File: src/rtl/fp_add_issuer.sv
// Requester-side front end for fp_adder: issues one operand pair at a time, times the
// fixed adder latency, and buffers results in a small FIFO. Optional: FP_ADD_ISSUER_STATS_EN.
module fp_add_issuer #(
    parameter int LAT_NORM  = 4,
    parameter int LAT_EXC   = 2,
    parameter int RES_DEPTH = 2
) (
    input  logic        clk,
    input  logic        rst,
    input  logic        in_valid,
    output logic        in_ready,
    input  logic [31:0] in_a,
    input  logic [31:0] in_b,
    output logic        out_valid,
    input  logic        out_ready,
    output logic [31:0] out_sum,
    output logic        out_error,
    output logic [31:0] fa_a,
    output logic [31:0] fa_b,
    output logic        fa_data_valid,
    input  logic [31:0] fa_sum,
    input  logic        fa_error
`ifdef FP_ADD_ISSUER_STATS_EN
    ,
    output logic [31:0] stat_ops,
    output logic [31:0] stat_err
`endif
);

    localparam int PTR_W = (RES_DEPTH > 1) ? $clog2(RES_DEPTH) : 1;
    localparam int CNT_W = $clog2(RES_DEPTH + 1);
    localparam int LAT_W = 8;

    typedef enum logic [1:0] {S_IDLE, S_ISSUE, S_WAIT} state_t;

    state_t             state;
    logic               is_exc;
    logic [LAT_W-1:0]   lat_cnt;
    logic [32:0]        mem [RES_DEPTH];
    logic [PTR_W-1:0]   wr_ptr;
    logic [PTR_W-1:0]   rd_ptr;
    logic [PTR_W-1:0]   rd_next;
    logic [CNT_W-1:0]   count;
    logic               accept;
    logic               push;
    logic               pop;

    function automatic logic [PTR_W-1:0] ptr_inc(input logic [PTR_W-1:0] p);
        return (p == PTR_W'(RES_DEPTH - 1)) ? '0 : p + PTR_W'(1);
    endfunction

    // NOTE: continuous assigns give every combinational output a value on every path, so no latch can form.
    assign in_ready  = !rst && (state == S_IDLE) && (count < CNT_W'(RES_DEPTH));
    assign out_valid = (count != '0);
    assign accept    = in_valid && in_ready;
    assign push      = (state == S_WAIT) && (lat_cnt == '0);
    assign pop       = out_valid && out_ready;
    assign rd_next   = ptr_inc(rd_ptr);

    // NOTE: sequential state uses non-blocking assignments so every register samples pre-edge values.
    always_ff @(posedge clk) begin
        if (rst) begin
            state         <= S_IDLE;
            fa_a          <= '0;
            fa_b          <= '0;
            fa_data_valid <= 1'b0;
            is_exc        <= 1'b0;
            lat_cnt       <= '0;
        end else begin
            case (state)
                S_IDLE: begin
                    if (accept) begin
                        fa_a          <= in_a;
                        fa_b          <= in_b;
                        is_exc        <= (in_a[30:23] == 8'hFF) || (in_b[30:23] == 8'hFF);
                        fa_data_valid <= 1'b1;
                        state         <= S_ISSUE;
                    end
                end
                S_ISSUE: begin
                    fa_data_valid <= 1'b0;
                    lat_cnt       <= is_exc ? LAT_W'(LAT_EXC - 1) : LAT_W'(LAT_NORM - 1);
                    state         <= S_WAIT;
                end
                S_WAIT: begin
                    // lat_cnt reaches zero exactly in fp_adder's result cycle
                    if (lat_cnt == '0) state <= S_IDLE;
                    else               lat_cnt <= lat_cnt - LAT_W'(1);
                end
                default: state <= S_IDLE;
            endcase
        end
    end

    // NOTE: result storage is not reset; occupancy is tracked by count, so stale entries are never visible.
    always_ff @(posedge clk) begin
        if (push) mem[wr_ptr] <= {fa_sum, fa_error};
    end

    always_ff @(posedge clk) begin
        if (rst) begin
            wr_ptr    <= '0;
            rd_ptr    <= '0;
            count     <= '0;
            out_sum   <= '0;
            out_error <= 1'b0;
        end else begin
            if (push) wr_ptr <= ptr_inc(wr_ptr);
            if (pop)  rd_ptr <= rd_next;
            case ({push, pop})
                2'b10:   count <= count + CNT_W'(1);
                2'b01:   count <= count - CNT_W'(1);
                default: count <= count;
            endcase
            // Output register tracks the FIFO head and holds its last value once empty
            if (pop) begin
                if (count > CNT_W'(1)) {out_sum, out_error} <= mem[rd_next];
                else if (push)         {out_sum, out_error} <= {fa_sum, fa_error};
            end else if (push && (count == '0)) begin
                {out_sum, out_error} <= {fa_sum, fa_error};
            end
        end
    end

`ifdef FP_ADD_ISSUER_STATS_EN
    always_ff @(posedge clk) begin
        if (rst) begin
            stat_ops <= '0;
            stat_err <= '0;
        end else if (push) begin
            stat_ops <= stat_ops + 32'd1;
            if (fa_error) stat_err <= stat_err + 32'd1;
        end
    end
`endif

endmodule

File: config.mk
export PLATFORM = sky130hd
export DESIGN_NAME = fp_add_issuer
export DESIGN_NICKNAME = d
export VERILOG_FILES = /design/src/rtl/fp_add_issuer.sv
export SDC_FILE = /design/constraint.sdc
export NUM_CORES = 1
export LEC_CHECK = 0
export CORE_ASPECT_RATIO = 0.8
export CORE_MARGIN = 2
export CORE_UTILIZATION = 43
export DETAILED_ROUTE_END_ITERATION = 8
export HOLD_SLACK_MARGIN = 0.02
export PLACE_DENSITY = 0.84
export SKIP_LAST_GASP = 1
export SLEW_MARGIN = 30
export SYNTH_ARGS = -nofsm -noshare
export SYNTH_HDL_FRONTEND = slang
export SYNTH_SLANG_ARGS = --single-unit
File: constraint.sdc
create_clock -name clk -period 3.1 [get_ports clk]
set_clock_uncertainty 0.2 [all_clocks]
set_input_delay 0.465 -clock clk [delete_from_list [all_inputs] [get_ports clk]]
set_output_delay 0.465 -clock clk [all_outputs]
set_load 0.01 [all_outputs]
Yosys cells after proc, flatten, opt, wreduce, memory -nomap -nowiden:

Memory sizes are Yosys's and may differ from the RTL's.
Cells that the tools add are included.

* $add $sub $neg: 5
* $lt $le $gt $ge: 2
* equality and inequality tests: 10
* muxes and demuxes: 21
* reduce and logical (&&, ||, !) cells: 21

Operators with widths (number)
* two-way mux 32 bit: 4
* equality test 8 bit, second input constant: 2
* case mux 8 bit (2 select lines): 1
* AND reduction 2 bit: 5
* nonzero test 2 bit: 5
* two-way mux 1 bit: 9
* zero test 8 bit: 1
* two-way mux 8 bit: 1
* subtractor 8 x 1 -> 8 bit, second input constant: 1
* logical AND 1 bit: 6
* two-way mux 2 bit: 3
* case mux 2 bit (3 select lines): 1
* equality test 2 x 1 -> 1 bit, second input constant: 2
* equality test 2 bit, second input constant: 2
* zero test 2 bit: 2
* != test 2 bit, second input constant: 2
* case mux 2 bit (2 select lines): 1
* != test 3 x 2 -> 1 bit, second input constant: 1
* adder 1 bit, second input constant: 2
* adder 2 x 1 -> 2 bit, second input constant: 1
* greater-than comparator 2 x 1 -> 1 bit, second input constant: 1
* < comparator 2 bit, second input constant: 1
* != test 2 x 1 -> 1 bit, second input constant: 1
* case mux 1 bit (2 select lines): 1
* 3 further kinds: 3

* register bits: 113
* memory bits (writable): 66
* input port bits: 101
* output and inout port bits: 100
* word-level logic and storage cells: 71
* memories: 1

Memories
* mem: words 2, bits a word 33, rd ports 1, clocked after Yosys merged registers in 0, wr ports 1, line 39 `logic [32:0] mem [RES_DEPTH];`

Depth between registers and ports, before layout:

Gate-level depths: netlist (run 1).

* depth in word-level cells: 6
* mapped depth: 9
* depth with buffers taken out: 9

Worst setup path after synthesis (run 1):

No wires, ideal clock.

* kind: flip-flop to flip-flop
* from: reg lat_cnt[2]
* to: mem mem[0][0], enable pin
* library setup time: 0.423 ns
* data arrival time: 2.554 ns
* data required time: 2.477 ns
* slack: -0.078 ns
* stages on the path, launching flop included: 4
* buffers on the path: 0
* period minus slack after synthesis: 3.178 ns
* cells stage by stage: dfxtp_1 > nor4_1 > nand4_1 > nor2_1

* longest elaborated chain between the ends: 4

RTL lines
* from (decl): line 38 `logic [LAT_W-1:0] lat_cnt;`
* from (signal assigned): line 82 `lat_cnt <= is_exc ? LAT_W'(LAT_EXC - 1) : LAT_W'(LAT_NORM - 1);`
* from (signal assigned): line 88 `else lat_cnt <= lat_cnt - LAT_W'(1);`
* zero test 8 bit: line 56 `assign push = (state == S_WAIT) && (lat_cnt == '0);`
* logical AND 1 bit: line 56
* two-way mux 1 bit: line 97 `if (push) mem[wr_ptr] <= {fa_sum, fa_error};`
* two-way mux 1 bit (not written as such): line 97
* to (decl): line 39

Every way passes these cells.

Final worst setup path (run 1):

* from: reg state[1]
* to: out in_ready

* longest elaborated chain between the ends: 3

RTL lines
* from (decl): line 36 `state_t state;`
* from (signal assigned): line 63 `state <= S_IDLE;`
* from (signal assigned): line 77 `state <= S_ISSUE;`
* from (signal assigned): line 83 `state <= S_WAIT;`
* zero test 2 bit: line 53 `assign in_ready = !rst && (state == S_IDLE) && (count < CNT_W'(RES_DEPTH));`
* logical AND 1 bit (2 in series): line 53
* to (decl): line 11 `output logic in_ready,`

Every way passes these cells.

==> flow_summary.toml, run 1 <==
[routing]
drt_wl_total_um = 18100
via_per_inst = 5.09
drtPass1Iterations = 5
routedWlPerCell_um = 16.0
drt-initial-drc-count = 381
ant_nets = 0
drc = 0
vias = 5773

[clock_tree]
post_cts_buffers = 0
h-tree-depth = 4
path_clk_slew_ns = 0.06
cts_inserted_buffers = 17
cts_tree = "yes"
cts_resized = 0
clockBufferDepth = 2
clock_latency_ns = 0.41
clock_sinks = 179
clock-root-buffer = "clkbuf_16"
cts_hold_buf = 0

[power_and_ir_drop]
vdd_drop_max_mv = 0.436
cellInternalPower_mw = 4.95
switchingPower_mw = 2.13
powerDensity_nw_per_um2 = 713
clkPwrFrac_pct = 31.3
p_sw_share_pct = 30.0
p_leak_nw = 3.37
combPwrFrac_pct = 27.3
p_seq_share_pct = 41.3
finalPower_mw = 7.08

[placement]
dp_hpwl_um = 12100
gp_congestion = 0.872
io_buffers = 200

[global_route]
track_usage_pct = 20.7
grt_max_degree = 112
grt_pass1_vias = 5568
antenna_found_initial = 0
grt_pass1_wl_um = 28700
grt-ovfl-total = 0

[yosys]
netlist_area_um2 = 7110
synth-edff-count = 66
synth_fp_nets = 823
synth_ff_type = "dfxtp_1"
ys_async_sr_fraction_pct = 0
syn_inst = 716
ys_ff_latch = 179
yosysWarningCount = 0
ys_types = 39
yosysTopAreaCell = "dfxtp_1"
synth_area_leaders = "dfxtp_1 (32%), edfxtp_1 (28%), nand2_1 (8.6%), a21oi_1 (7.1%), mux2i_1 (5.1%)"
synth.most_common_cell = "nand2_1"
synth_common_cells = "nand2_1 (163), dfxtp_1 (113), a21oi_1 (101), edfxtp_1 (66), nand4_1 (40)"
postSynthAreaPerCell_um2 = 9.93
synth_top_area_share_pct = 31.8
ys_seq_area_share_pct = 59.7

[hold_path]
hold_class = "reg -> reg"

[die]
rows = 42
die_width_um = 148
initial_utilization_pct = 43.5
die-area_um2 = 17600
io_pins = 201
chipHeight_um = 119
core_area_um2 = 16300

[critical_path]
required_ns = 2.43
critPathCaptureType = "output port"
path_depth = 2
path_cells = "nor4_1, clkdlybuf4s50_1"
regToRegStartpoint = "lat_cnt[2]"
crit_fanout = 7
critPathLaunchType = "flop"
regToRegSetupSlack_ns = 0.52
crit_end = "in_ready"
rr_endpoint = "out_sum[23]"
crit_family = "buffers and inverters"
crit_type = "reg -> out"
crit_start = "state[1]"
cp_slowest_cell = "clkdlybuf4s50_1"
rr_worst_depth = 7
timing.critical_path.buf_inv = 1
max_stage_delay_ns = 0.70
worstPathArrival_ns = 2.05

[timing]
finalSetupTns_ns = 0
setup_violations = 0
tightest_slew_ns = 0.680
timing.final.crit_share_pct = 87.5
period_needed_ns = 2.71
max_slew_margin_pct = 54.7
rsz0062_at_grt = "no"
final_hold_viol_count = 0
drv_slew = 0
fmaxAchievable_ghz = 0.369

[finish]
final_nets = 1008
syn2layout_area_growth_pct = 39.8
n_fill_cell = 1333
diodes = 0
drive_gt1_share_pct = 10.2

[flow_run]
maxCapViolCount = 0

[run_status]
status = "completed"
-- worst reg2reg max path, cell delays in order, from the launching register on --
cell	delay, ns
dfxtp_1	0.37
nor4_1	0.59
nand4_1	0.24
ha_1	0.28
and2_1	0.23
buf_4	0.26
o21ai_0	0.20
a21oi_1	0.08
-- per-stage QoR --
stage	utilization (%)	area, um^2	setup WS (ns)	hold slack, ns	instances
floorplan	-	7110	-0.0775	0.268	716
global placement	57.0	9320	0.554	0.241	1102
detailed placement	57.0	9320	0.473	0.245	1102
CTS	60.8	9940	0.435	0.254	1134
global route	60.8	9940	0.324	0.271	1134
finish	60.8	9940	0.389	0.251	1134
-- how the worst min path moves through the flow --
stage | from | end | slack, ns | cells past startpoint
2_1_floorplan | is_exc | is_exc | 0.27 | 2
3_3_place_gp | fa_a[17] | fa_a[17] | 0.24 | 2
3_5_place_dp | fa_a[22] | fa_a[22] | 0.25 | 2
4_1_cts | fa_b[25] | fa_b[25] | 0.25 | 2
5_1_grt | fa_a[17] | fa_a[17] | 0.27 | 2
6_report | fa_a[22] | fa_a[22] | 0.25 | 2
-- cell type report --
type	instances	area [um^2]	area share (%)
Clock buffer	24	537	5.40
Clock inverter	8	86.3	0.869
Inverter	11	41.3	0.415
Multi-Input combinational cell	475	2600	26.2
Sequential cell	179	4250	42.7
Tap cell	220	275	2.77
Timing Repair Buffer	217	2150	21.7
-- placed cells by master, fill, tap and decap left out, types with 6 or more instances in the layout --
| cell type | netlist | routed |
|---|---|---|
| nand2_1 | 163 | 162 |
| dfxtp_1 | 113 | 112 |
| nand4_1 | 40 | 40 |
| edfxtp_1 | 66 | 66 |
| a21oi_1 | 101 | 101 |
| inv_1 | 11 | 10 |
| clkbuf_16 | 0 | 20 |
| ha_1 | 6 | 6 |
| o21ai_0 | 26 | 26 |
| nor2_1 | 21 | 19 |
| mux2i_1 | 36 | 36 |
| buf_4 | 0 | 16 |
| o21ai_1 | 9 | 9 |
| or2_2 | 33 | 33 |
| clkdlybuf4s50_1 | 0 | 199 |
-- state kept, by name (all words and copies together), names as in the netlist --
name           count
fa_a              32
lat_cnt            8
rd_ptr             1
fa_b              32
is_exc             1
state              2
wr_ptr             1
out_sum           32
count              2
fa_data_valid      1
out_error          1
mem               66
-- routing by layer --
layer	part of all wire, %	vias to the layer above	global-route usage [%]	wire, um
met5	0	-	0	0
met4	1.9	0	6.55	344
met3	4.4	28	4.48	788
met2	48	166	33.6	8660
met1	46	2728	27.8	8310
li1	-	2851	-	-
-- power by group through the flow --
stage	Clock, mW	Combinational, mW	Sequential, mW
after floorplan	0	1.09	3.02
after global placement	0	1.90	2.97
after detailed placement	0	1.94	2.97
after CTS	2.25	1.94	2.93
after global routing	2.36	2.11	2.96
final	2.22	1.94	2.93
-- cell families (layout without fill, tap and decap cells) --
logic type               Yosys count  in the layout  synth area share (%)
XOR/XNOR                           5              5                 0.616
multiplexers                      36             36                  5.07
AO/OA/AOI/OAI                    147            147                  11.0
flip-flops                       179            179                  59.7
adder cells (fa/ha/maj)            6              6                  1.06
AND/OR/NAND/NOR                  281            281                  18.4
buffers and inverters             62            260                  4.15
Power figures use the tool's default switching activity.
==> inputs of run 2 (changes only) <==
--- a/config.mk
+++ b/config.mk
@@ -11,8 +11,9 @@
 export DETAILED_ROUTE_END_ITERATION = 8
 export HOLD_SLACK_MARGIN = 0.02
 export PLACE_DENSITY = 0.84
+export REMOVE_ABC_BUFFERS = 1
 export SKIP_LAST_GASP = 1
-export SLEW_MARGIN = 30
+export SLEW_MARGIN = 10
 export SYNTH_ARGS = -nofsm -noshare
 export SYNTH_HDL_FRONTEND = slang
 export SYNTH_SLANG_ARGS = --single-unit
==> run 2 against run 1 <==
  * Via count fell by 2.0%
  * Routed wire length fell by 2.3%
  * Power fell by 1.5%
  * Non-clock buffer count fell by 2
  * Core utilization fell by 0.35 points
  * Flip-flop and latch count did not move
  * Cell count fell by 0.18%
  * Die area did not move
  * Hold slack got worse by 0.16 ns
==> flow_summary.toml, run 2 (synthesis gave the netlist of run 1 again) <==
[routing]
drt-initial-drc-count = 408
drc = 0
drt_wl_total_um = 17700
ant_nets = 0
drtPass1Iterations = 5
via_per_inst = 5.00
routedWlPerCell_um = 15.6
vias = 5658

[finish]
largest-register = "mem"
final_nets = 1006
syn2layout_area_growth_pct = 39.0
final_cell_mix = "clkdlybuf4s50_1 (199), nand2_1 (162), dfxtp_1 (112)"
n_fill_cell = 1386
utilization_pct = 60.5
final_common_cell = "clkdlybuf4s50_1"
diodes = 0
largest_reg_flops = 66
drive_gt1_share_pct = 9.98
fin_area_um2 = 9880

[power_and_ir_drop]
switchingPower_mw = 2.10
p_sw_share_pct = 30.1
p_seq_share_pct = 42.4
powerDensity_nw_per_um2 = 706
cellInternalPower_mw = 4.88
clkPwrFrac_pct = 30.2
vdd_drop_max_mv = 0.423
combPwrFrac_pct = 27.5
p_leak_nw = 3.34

[critical_path]
regToRegStartpoint = "lat_cnt[0]"
max_stage_delay_ns = 0.66
critPathLaunchType = "flop"
critPathCaptureType = "output port"
rr_endpoint = "out_sum[18]"
rr_worst_depth = 7
crit_fanout = 7
crit_type = "reg -> out"
regToRegSetupSlack_ns = 0.50
worstPathArrival_ns = 1.97
cp_slowest_cell = "clkdlybuf4s50_1"
path_cells = "nor4_1, clkdlybuf4s50_1"
required_ns = 2.43

[clock_tree]
post_cts_buffers = 0
clock_latency_ns = 0.42
clock-root-buffer = "clkbuf_16"
cts_resized = 0
clock_sinks = 179
cts_hold_buf = 0
cts_tree = "yes"
clockBufferDepth = 2
cts_inserted_buffers = 17
h-tree-depth = 4
path_clk_slew_ns = 0.07

[placement]
gp_congestion = 0.772
dp_hpwl_um = 11900
dpl_worst_slack_ns = 0.526
placed_area_um2 = 9300
io_buffers = 200

[global_route]
grt_pass1_wl_um = 27900
grt_max_degree = 103
grt-ovfl-total = 0
use_met3_pct = 4.48
met2_usage_pct = 32.7
grtUsageMet1_pct = 27.4
grt_pass1_vias = 5318
top_usage_layer = "met2"
antenna_found_initial = 0
track_usage_pct = 20.2

[timing]
setup_violations = 0
hold_slack_ns = 0.0925
finalSetupTns_ns = 0
fmaxAchievable_ghz = 0.380
max_slew_margin_pct = 25.5
final_hold_viol_count = 0
rsz0062_at_grt = "no"
period_needed_ns = 2.63
timing.final.crit_share_pct = 85.0
drv_slew = 0
tightest_slew_ns = 1.12
layout_setup_ws_ns = 0.466

[die]
io_pins = 201
chipHeight_um = 119
die_width_um = 148
die-area_um2 = 17600
rows = 42
initial_utilization_pct = 43.5
core_area_um2 = 16300

[hold_path]
min_path_cells = 2
hold_class = "in -> reg"
whs_endpoint = "fa_b[29]"
hold_start = "rst"

[flow_run]
maxCapViolCount = 0

[run_status]
status = "completed"
-- run 2: cell types whose count changed in the layout (fill, tap and decap cells not counted), sizes merged --
cell      delta
clkinv       +3
bufinv       +1
buf          -2
clkinvlp     -1
inv          +1
clkbuf       -4
-- run 2: worst max-delay path: cells and delay by family (launching register included) --
family                 cells  cell delay (ns)
buffers and inverters      1             0.66
flip-flops                 1             0.38
AND/OR/NAND/NOR            1             0.51
-- run 2: power groups by stage --
stage	Sequential, mW	Combinational, mW	Clock [mW]
after floorplan	3.07	0.901	0
after global placement	2.99	1.87	0
after detailed placement	3.01	1.91	0
after CTS	2.96	1.92	2.16
after global routing	2.99	2.08	2.26
final	2.96	1.92	2.10
-- run 2: routing by layer --
layer | share of wire, % | vias to the layer above
met5 | 0 | -
met4 | 1.2 | 0
met3 | 4.0 | 12
met2 | 49 | 123
met1 | 46 | 2676
li1 | - | 2847
-- run 2: how the worst max path moves through the flow --
| stage | from | to | slack, ns | cells past startpoint |
|---|---|---|---|---|
| after floorplan | count[0] | out_error | -2.15 | 6 |
| after global placement | lat_cnt[0] | out_sum[25] | 0.61 | 7 |
| after detailed placement | lat_cnt[0] | out_sum[25] | 0.53 | 7 |
| after CTS | state[1] | in_ready | 0.49 | 2 |
| after global routing | lat_cnt[0] | out_sum[30] | 0.38 | 7 |
| final | state[1] | in_ready | 0.47 | 2 |
-- run 2: metrics by stage --
stage / cells / power, mW
global placement: 1100 / 4.86
detailed placement: 1100 / 4.92
CTS: 1132 / 7.03
global route: 1132 / 7.34
floorplan: 665 / 3.97
finish: 1132 / 6.98
-- run 2: area by class of cell --
cell class / count / area (um^2) / area share (%)
Clock buffer: 20 / 450 / 4.56
Clock inverter: 12 / 130 / 1.32
Inverter: 11 / 41.3 / 0.418
Multi-Input combinational cell: 475 / 2600 / 26.3
Sequential cell: 179 / 4250 / 43.0
Tap cell: 220 / 275 / 2.79
Timing Repair Buffer: 215 / 2140 / 21.6
